$ cat config.mk
export PLATFORM = sky130hd
export DESIGN_NAME = rnd_harvest_bank
export DESIGN_NICKNAME = d
export VERILOG_FILES = /design/src/rtl/rnd_harvest_bank.sv
export SDC_FILE = /design/constraint.sdc
export NUM_CORES = 2
export LEC_CHECK = 0
export ABC_AREA = 0
export ABC_CLOCK_PERIOD_IN_PS = 2450
export CORE_UTILIZATION = 45
export DETAILED_ROUTE_END_ITERATION = 8
export GPL_TIMING_DRIVEN = 0
export PLACE_DENSITY = 0.61
export SKIP_CTS_REPAIR_TIMING = 1
export SLEW_MARGIN = 20
export SYNTH_ARGS = -nofsm -noshare
export SYNTH_HDL_FRONTEND = slang
export SYNTH_SLANG_ARGS = --single-unit
export TNS_END_PERCENT = 5
$ cat constraint.sdc
create_clock -name clk -period 2.45 [get_ports clk]
set_input_delay 0.3675 -clock clk [delete_from_list [all_inputs] [get_ports clk]]
set_output_delay 0.3675 -clock clk [all_outputs]
set_load 0.05 [all_outputs]
$ cat src/rtl/rnd_harvest_bank.sv
// rnd_harvest_bank: bank of gated entropy sources; one channel per request is synchronised,
// XOR-folded over SAMPLES clocks and returned. Optional whitening LFSR: RND_LFSR_WHITEN_EN.

// Clocked stand-in for the gated oscillator source: advances only while G is low.
module funky_rnd_n #(
   parameter int unsigned  N    = 16,
   parameter logic [N-1:0] STEP = N'(1)
) (
   input  logic         clk,
   input  logic         rst_n,
   input  logic         G,
   output logic [N-1:0] R
);
   logic [N-1:0] s_q;

   always_ff @(posedge clk or negedge rst_n) begin
      if (!rst_n)  s_q <= STEP;
      else if (!G) s_q <= s_q + (STEP | N'(1));
   end

   assign R = s_q ^ (s_q >> 1);
endmodule

module rnd_harvest_bank #(
   parameter int unsigned      CHANNELS  = 40,
   parameter int unsigned      WIDTH     = 16,
   parameter int unsigned      SAMPLES   = 4,
   parameter int unsigned      ADDR_W    = (CHANNELS > 1) ? $clog2(CHANNELS) : 1,
   parameter logic [WIDTH-1:0] LFSR_TAPS = WIDTH'(16'hB400),
   parameter logic [WIDTH-1:0] LFSR_SEED = WIDTH'(16'hACE1)
) (
   input  logic              clk,
   input  logic              rst_n,
   input  logic              start,
   input  logic [ADDR_W-1:0] chan,
   output logic              busy,
   output logic              valid,
   output logic [WIDTH-1:0]  data,
   output logic              stuck,
   output logic              err
);
   localparam int unsigned CNT_W = (SAMPLES > 2) ? $clog2(SAMPLES) : 1;

   typedef enum logic [1:0] {S_IDLE, S_WARM, S_COLLECT, S_DONE} state_e;

   if ((SAMPLES < 2) || (LFSR_SEED == '0) || (LFSR_TAPS == '0)) begin : g_cfg_invalid
      $error("rnd_harvest_bank: SAMPLES must be >= 2 and LFSR taps/seed nonzero");
   end

   state_e            state_q, state_d;
   logic [ADDR_W-1:0] chan_q, chan_d;
   logic [CNT_W-1:0]  cnt_q, cnt_d;
   logic [WIDTH-1:0]  acc_q, acc_d, acc_next;
   logic [WIDTH-1:0]  prev_q, prev_d;
   logic              cmp_ok_q, cmp_ok_d;
   logic [WIDTH-1:0]  data_q, data_d;
   logic              stuck_q, stuck_d;
   logic              err_q, err_d;
   logic [WIDTH-1:0]  sync1_q, sync2_q;
   logic [WIDTH-1:0]  src_r [CHANNELS];
   logic              src_gate;
   logic              chan_ok;

   // Sources only run while a word is in flight, so the idle bank stays quiet.
   assign src_gate = (state_q == S_IDLE) || (state_q == S_DONE);

   for (genvar gi = 0; gi < int'(CHANNELS); gi++) begin : rnd_blocks
      funky_rnd_n #(
         .N    (WIDTH),
         .STEP (WIDTH'(32'h9E37_79B9 * (gi + 1)))
      ) rnd_bank (
         .clk   (clk),
         .rst_n (rst_n),
         .G     (src_gate),
         .R     (src_r[gi])
      );
   end

   assign chan_ok  = (32'(chan) < CHANNELS);
   assign acc_next = {acc_q[WIDTH-2:0], acc_q[WIDTH-1]} ^ sync2_q;

`ifdef RND_LFSR_WHITEN_EN
   logic [WIDTH-1:0] lfsr_q, lfsr_d, lfsr_step;
   assign lfsr_step = lfsr_q[0] ? ((lfsr_q >> 1) ^ LFSR_TAPS) : (lfsr_q >> 1);
`endif

   always_comb begin
      state_d  = state_q;
      chan_d   = chan_q;
      cnt_d    = cnt_q;
      acc_d    = acc_q;
      prev_d   = prev_q;
      cmp_ok_d = cmp_ok_q;
      data_d   = data_q;
      stuck_d  = stuck_q;
      err_d    = 1'b0;
`ifdef RND_LFSR_WHITEN_EN
      lfsr_d   = lfsr_q;
`endif
      case (state_q)
         S_IDLE, S_DONE: begin
            if (start) begin
               if (chan_ok) begin
                  state_d  = S_WARM;
                  chan_d   = chan;
                  cnt_d    = '0;
                  acc_d    = '0;
                  cmp_ok_d = 1'b1;
               end else begin
                  err_d = 1'b1;
               end
            end
         end
         S_WARM: begin
            cnt_d = cnt_q + CNT_W'(1);
            if (cnt_q == CNT_W'(1)) begin
               state_d = S_COLLECT;
               cnt_d   = '0;
            end
         end
         S_COLLECT: begin
            acc_d  = acc_next;
            prev_d = sync2_q;
            cnt_d  = cnt_q + CNT_W'(1);
            // The first sample has no predecessor; it only seeds prev.
            if ((cnt_q != '0) && (sync2_q != prev_q)) cmp_ok_d = 1'b0;
`ifdef RND_LFSR_WHITEN_EN
            lfsr_d = lfsr_step;
`endif
            if (cnt_q == CNT_W'(SAMPLES - 1)) begin
               state_d = S_DONE;
               stuck_d = cmp_ok_d;
`ifdef RND_LFSR_WHITEN_EN
               data_d  = acc_next ^ lfsr_step;
`else
               data_d  = acc_next;
`endif
            end
         end
         default: state_d = S_IDLE;
      endcase
   end

   always_ff @(posedge clk or negedge rst_n) begin
      if (!rst_n) begin
         state_q  <= S_IDLE;
         chan_q   <= '0;
         cnt_q    <= '0;
         acc_q    <= '0;
         prev_q   <= '0;
         cmp_ok_q <= 1'b1;
         data_q   <= '0;
         stuck_q  <= 1'b0;
         err_q    <= 1'b0;
         sync1_q  <= '0;
         sync2_q  <= '0;
`ifdef RND_LFSR_WHITEN_EN
         lfsr_q   <= LFSR_SEED;
`endif
      end else begin
         state_q  <= state_d;
         chan_q   <= chan_d;
         cnt_q    <= cnt_d;
         acc_q    <= acc_d;
         prev_q   <= prev_d;
         cmp_ok_q <= cmp_ok_d;
         data_q   <= data_d;
         stuck_q  <= stuck_d;
         err_q    <= err_d;
         sync1_q  <= src_r[chan_q];
         sync2_q  <= sync1_q;
`ifdef RND_LFSR_WHITEN_EN
         lfsr_q   <= lfsr_d;
`endif
      end
   end

   assign busy  = (state_q == S_WARM) || (state_q == S_COLLECT);
   assign valid = (state_q == S_DONE);
   assign data  = data_q;
   assign stuck = stuck_q;
   assign err   = err_q;
endmodule

# [Word level (Yosys, flattened, before mapping)]
# Index checks and enable logic that the tools add are counted.
[op_classes] addsub=41 mul=0 n_div=0 magnitude_cmp=2 eq_ne=10 n_shift=0 mux=22 bitwise=42 n_reduce_logical=12
[op_table] operator="bitwise XOR 16 x 15 -> 16 bit" n=40
[op_table] operator="adder 16 bit, second input constant" n=20
[op_table] operator="adder 16 x 15 -> 16 bit, second input constant" n=10
[op_table] operator="binary-select mux 16 bit (select 6 bit)" n=1
[op_table] operator="adder 16 x 14 -> 16 bit, second input constant" n=5
[op_table] operator="2-to-1 mux 16 bit" n=4
[op_table] operator="adder 16 x 13 -> 16 bit, second input constant" n=3
[op_table] operator="case mux 16 bit (2 select lines)" n=1
[op_table] operator="adder 16 x 11 -> 16 bit, second input constant" n=1
[op_table] operator="adder 16 x 12 -> 16 bit, second input constant" n=1
[op_table] operator="inequality test 16 bit" n=1
[op_table] operator="bitwise XOR 16 bit" n=1
[op_table] operator="2-to-1 mux 2 bit" n=7
[op_table] operator="case mux 2 bit (3 select lines)" n=2
[op_table] operator="inequality test 2 bit, second input constant" n=4
[op_table] operator=">= comparator 7 bit, second input constant" n=1
[op_table] operator="NOT 6 -> 7 bit" n=1
[op_table] operator="== test 2 bit, second input constant" n=3
[op_table] operator="less-than comparator 6 bit, second input constant" n=1
[op_table] operator="2-to-1 mux 1 bit" n=6
[op_table] operator="AND reduction 3 bit" n=2
[op_table] operator="== test 2 x 1 -> 1 bit, second input constant" n=2
[op_table] operator="AND reduction 2 bit" n=2
[op_table] operator="AND reduction 4 bit" n=1
[op_table] operator="other kinds (7)" n=9
[word_totals] regBits=733 latchBits=0 mem_bits_rw=0 mem_bits_ro=0 in_bits=9 out_inout_bits=20 mem_count=0

# [Depth between registers and ports, before layout]
[depth] word_depth=4 mapped_depth=10

# [Modules after synthesis]
# A second synthesis with hierarchy kept.
[hier_totals] cells_unflattened=4922 area_unflattened_um2=53020.9
[modules_own_cells] module="rnd_harvest_bank" n_inst=1 cells_each=655 area_per_inst_um2=8856.0 seq_area_each_um2=2328.5
[modules_own_cells] module="funky_rnd_n (rnd_blocks[18].rnd_bank ...)" n_inst=2 cells_each=103 area_per_inst_um2=1082.3 seq_area_each_um2=409.1
[modules_own_cells] module="funky_rnd_n (rnd_blocks[38].rnd_bank)" n_inst=1 cells_each=121 area_per_inst_um2=1204.9 seq_area_each_um2=411.6
[modules_own_cells] module="funky_rnd_n (rnd_blocks[34].rnd_bank)" n_inst=1 cells_each=116 area_per_inst_um2=1198.6 seq_area_each_um2=409.1
[modules_own_cells] module="funky_rnd_n (rnd_blocks[22].rnd_bank)" n_inst=1 cells_each=122 area_per_inst_um2=1196.1 seq_area_each_um2=416.6
[modules_own_cells] module="funky_rnd_n (rnd_blocks[30].rnd_bank)" n_inst=1 cells_each=119 area_per_inst_um2=1189.9 seq_area_each_um2=414.1
[modules_own_cells] module="funky_rnd_n (rnd_blocks[11].rnd_bank)" n_inst=1 cells_each=119 area_per_inst_um2=1187.4 seq_area_each_um2=410.4
[modules_own_cells] module="funky_rnd_n (rnd_blocks[12].rnd_bank)" n_inst=1 cells_each=116 area_per_inst_um2=1169.9 seq_area_each_um2=410.4
[modules_own_cells] module="funky_rnd_n (rnd_blocks[14].rnd_bank)" n_inst=1 cells_each=117 area_per_inst_um2=1154.9 seq_area_each_um2=410.4
[modules_own_cells] module="funky_rnd_n (rnd_blocks[9].rnd_bank)" n_inst=1 cells_each=112 area_per_inst_um2=1152.4 seq_area_each_um2=409.1
[modules_own_cells] module="funky_rnd_n (rnd_blocks[23].rnd_bank)" n_inst=1 cells_each=116 area_per_inst_um2=1148.6 seq_area_each_um2=409.1
[modules_own_cells] module="funky_rnd_n (rnd_blocks[29].rnd_bank)" n_inst=1 cells_each=116 area_per_inst_um2=1148.6 seq_area_each_um2=410.4
[modules_own_cells] module="funky_rnd_n (rnd_blocks[33].rnd_bank)" n_inst=1 cells_each=116 area_per_inst_um2=1134.8 seq_area_each_um2=407.9
[modules_own_cells] module="funky_rnd_n (rnd_blocks[0].rnd_bank)" n_inst=1 cells_each=110 area_per_inst_um2=1129.8 seq_area_each_um2=412.9
[modules_own_cells] module="26 more rows"

# [Least setup slack after synthesis]
# Ideal clock, no wire load.
[synth_path] path_kind="flip-flop to output port" from="reg state_q[0]" to="out busy" arrival_ns=1.907 required_ns=2.082 slack_ns=0.176 stages_incl_launch_ff=8 cell_sequence="dfrtp_1 -> inv_1 -> ha_1 -> buf_2 -> clkinv_1 -> clkbuf_1 -> clkbuf_1 -> buf_2"
[synth_between] elab_chain_cells=2 elab_cells_between_ends=3 classes_between="eq/ne: 2; reduce/logical: 1"
[synth_rtl] item="start: declaration" line="50" text="state_e state_q, state_d;"
[synth_rtl] item="start signal: assignment" line="161" text="state_q <= state_d;"
[synth_rtl] item="== test 2 x 1 -> 1 bit / == test 2 bit (equally long branches)" line="178" text="assign busy = (state_q == S_WARM) || (state_q == S_COLLECT);"
[synth_rtl] item="logical OR 1 bit (*)" line="178"
[synth_rtl] item="end: declaration" line="36" text="output logic busy,"
# Every way passes the cells marked *; elsewhere a longest branch is shown, timed or not.

# [Final worst setup path]
[layout_path] from="reg chan_q[1]" to="reg sync1_q[12]"
[layout_between] elab_chain_cells=4
[layout_rtl] item="start: declaration" line="51" text="logic [ADDR_W-1:0] chan_q, chan_d;"
[layout_rtl] item="start signal: assignment" line="162" text="chan_q <= chan_d;"
[layout_rtl] item="NOT 6 -> 7 bit (not written as such)" line="170" text="sync1_q <= src_r[chan_q];"
[layout_rtl] item="binary-select mux 16 bit (select 6 bit)" line="170"
[layout_rtl] item="2-to-1 mux 16 bit (not written as such) (2 in series)" line="170"
[layout_rtl] item="end signal: assignment" line="170"
[layout_rtl] item="end: declaration" line="59" text="logic [WIDTH-1:0] sync1_q, sync2_q;"
# No other way between the ends. The select of a mux whose other input is x is not followed.
# A chain may end at the register's enable or synchronous reset.

==> metrics.md <==
| Metric | Value |
|---|---|
| Clock Skew | between 0.02 and 0.03 ns |
| Critical path required time | 3.07 ns |
| Status | complete, but fails checks |
| Register area share after synthesis | between 30% and 40% |
| CTS buffer count | 89 |
| Worst-path clk slew | 0.06 ns |
| Layout cell share with drive strength beyond 1 | 19.1% |
| Mapped Cells | 4505 |
| Area grow syn2layout | 14.1% |
| Nets | between 5000 and 6000 |
| Final period utilization | 116% |
| CTS tree | built |
| CTS H-tree depth | 3 |
| Initial antenna violation count | 8 |
| Synth Area in Adders | 20.1% |
| CORE AREA | 108000 um^2 |
| Gpl congestion | roughly 1 |
| Via Count | 35700 |
| Endpoints failing setup | 85 |
| First-pass GRT wire length | 249000 um |
| First drt pass iteration count | 6 |
| Area of the multi-input gates | around 28000 um^2 |
| GRT Total Usage | 31.5% |
| # IOs | 29 |
| Total grt overflow | 0 |
| Compound-gate portion of the synthesized area | 8.95% |
| Tightest Pin Transition | 0.938 ns |
| Max-slew violations | 0 |
| Final instance area | 55900 um^2 |
| Post-synthesis mux area share | around 8.6% |
| ANT nets after route | 0 |
| FF/Latch Area | 18700 um^2 |
| Path category of the worst min-delay check | in2async |
| Post-Synth Simple-Gate Area | 6.98% |
| Worst setup EP type | register |
| Top_reg_cell synth | dfrtp_1 |
| #FFs+latches synth | 733 |
| Final Hold Vio Count | 0 |
| Syn Nets | 5301 |
| Vias in the first global route | around 35000 |
| FILL cells | 9491 |
| Fin util | 52.0% |
| # rows | 120 |
| Clock Sinks | around 730 |
| Netlist Area Pre-Place | 48900 um^2 |
| Initial Util | 45.5% |
| WL per Instance | 28.2 um |
| Syn Area/Cell | 10.9 um^2 |
| MaxCap Viol Count | 0 |
| R2R depth | 8 |
| Post-synthesis async set-or-reset flop share | 100% |
| Cell Area, Placed | a little over 50000 um^2 |
| CP arrival | 3.46 ns |
| Unique masters post-synth | 76 |
| Kind of start point of the critical path | register |
| Rel. slew slack | a little under two fifths |
| Final wirelength | 174000 um |
| Tmin final | 2.84 ns |
| CTS root buffer | clkbuf_16 |
| Hold_ws | 0.127 ns |
| HPWL after detailed placement | approximately 120000 um |
| Setup TNS | -5.06 ns |
| Die width | 332 um |
| Die area | 110000 um^2 |
| Yosys warning count | 0 |
| Vias per cell | 5.80 |
| Largest family of logic cells by synthesized area | adder cells |
| Failing checks | setup timing |
| CP Class | reg2reg |
| Largest net degree at the start of global routing | between 90 and 100 |
| RSZ-0062 raised after global routing | true |
| Worst-path fanout max | 10 |
| R2r setup slk | -0.39 ns |
| Number of enable flip-flop cells after synthesis | 0 |
| FF-to-FF End | sync1_q[12] |
| Die Y-Extent | 332 um |
| Final worst slack | -0.389 ns |
| Starting DRC count in detailed routing | roughly 3700 |
| Worst-case clock buffer depth | 3 |
| Residual DRC | 0 |
| Reg2reg start | chan_q[1] |
| Fmax | 0.352 GHz |
| Worst skew pair latency | 0.71 ns |
| XOR/XNOR Fraction of Synth Area | 11.7% |
| Port-buffer cells | 28 |
==> how the worst max path moves through the flow <==
| stage | start | to | slack (ns) | cells past startpoint |
|---|---|---|---|---|
| detailed placement | state_q[0] | busy | -2.46 | 8 |
| CTS | state_q[0] | busy | -3.20 | 8 |
| finish | chan_q[1] | sync1_q[12] | -0.39 | 8 |
| global route | state_q[0] | busy | -0.38 | 9 |
| floorplan | state_q[0] | busy | 0.18 | 7 |
| global placement | rst_n | rnd_blocks[13].rnd_bank.s_q[10] | -33.67 | 1 |
==> cells by family after synthesis <==
family	count (synthesis)
AOI/OAI and AO/OA	686
xor gates and xnor gates	656
adders and majority gates	787
buffers and inverters	644
DFF	733
muxes	236
and+or+nand+nor	763
==> Yosys cell counts, drive strengths merged (12+ instances only) <==
| cell | instances | area (um^2) |
|---|---|---|
| o211ai | 29 | 218 |
| ha | 787 | 9850 |
| a21bo | 13 | 130 |
| a211o | 16 | 140 |
| a21boi | 18 | 135 |
| nand2b | 15 | 93.8 |
| nand2 | 306 | 1150 |
| and3 | 22 | 138 |
| nor2 | 225 | 845 |
| nand4 | 17 | 106 |
| and2 | 25 | 156 |
| dfrtp | 415 | 10400 |
| mux2 | 57 | 642 |
| nor3 | 33 | 165 |
| a31oi | 33 | 206 |
| a21oi | 182 | 911 |
| a211oi | 50 | 375 |
| buf | 76 | 470 |
| a311oi | 12 | 105 |
| xnor2 | 501 | 4390 |
| xor2 | 155 | 1360 |
| inv | 489 | 1840 |
| clkbuf | 78 | 293 |
| o21ai | 177 | 886 |
| a21o | 64 | 480 |
| nand3 | 46 | 230 |
| mux4 | 141 | 3190 |
| nor2b | 30 | 188 |
| mux2i | 38 | 380 |
| dfstp | 318 | 8360 |
==> final cells by class <==
cell class              count  area share (%)
clock buffers             133            4.64
repair buffers             76            1.77
diodes                      2         0.00896
multi-input cells        3128            49.8
inverters                 490            3.30
well taps                1403            3.14
clock inverters            35           0.732
plain buffers             154            3.05
flip-flops and latches    733            33.6
==> cells in the final DEF, fill, tap and decap left out, types with 24 or more instances in the layout <==
cell and count:
dfrtp_1 413, clkbuf_1 45, clkdlybuf4s50_1 25, a31oi_1 32, a211oi_1 43, ha_1 784, buf_12 31, xnor2_1 501
mux4_2 137, nor2b_1 30, buf_4 36, nor3_1 33, clkbuf_4 30, inv_1 485, buf_6 30, mux2i_1 36
dfstp_2 318, and2_1 24, xor2_1 155, nor2_1 223, nand2_1 306, a21oi_1 174, o211ai_1 29, mux2_2 57
a21o_1 64, nand3_1 46, o21ai_0 162, clkbuf_16 90
==> layer usage <==
layer,track usage [%],up-vias,wire (um)
met1,42.5,18000,72800
met3,6.70,395,15800
met2,47.3,1572,75100
li1,-,15700,-
met5,0,-,34
met4,16.8,4,9800
==> per-stage QoR <==
stage / worst slack (ns) / instances
after detailed placement: -2.46 / 5953
after global routing: -0.382 / 6152
final: -0.389 / 6154
after global placement: -33.67 / 5936
after floorplan: 0.176 / 4505
after CTS: -3.20 / 6121
==> sequential cells by signal (all words and copies together) (netlist names) <==
name                     flops
chan_q                       6
acc_q                       16
prev_q                      16
err                          1
rnd_blocks.rnd_bank.s_q    640
data                        16
stuck                        1
sync1_q                     16
cnt_q                        2
cmp_ok_q                     1
state_q                      2
sync2_q                     16
==> critical path: stages (launching register included) <==
cell       delay, ns
dfrtp_2         0.43
buf_12          0.21
buf_6           0.25
buf_12          0.23
buf_8           0.22
mux4_2          0.36
o211ai_1        0.56
o2111ai_2       0.28
o21ai_2         0.14
Power is not shown: default switching activity piles up to over one toggle a cycle in this logic, so the estimate is an artifact.
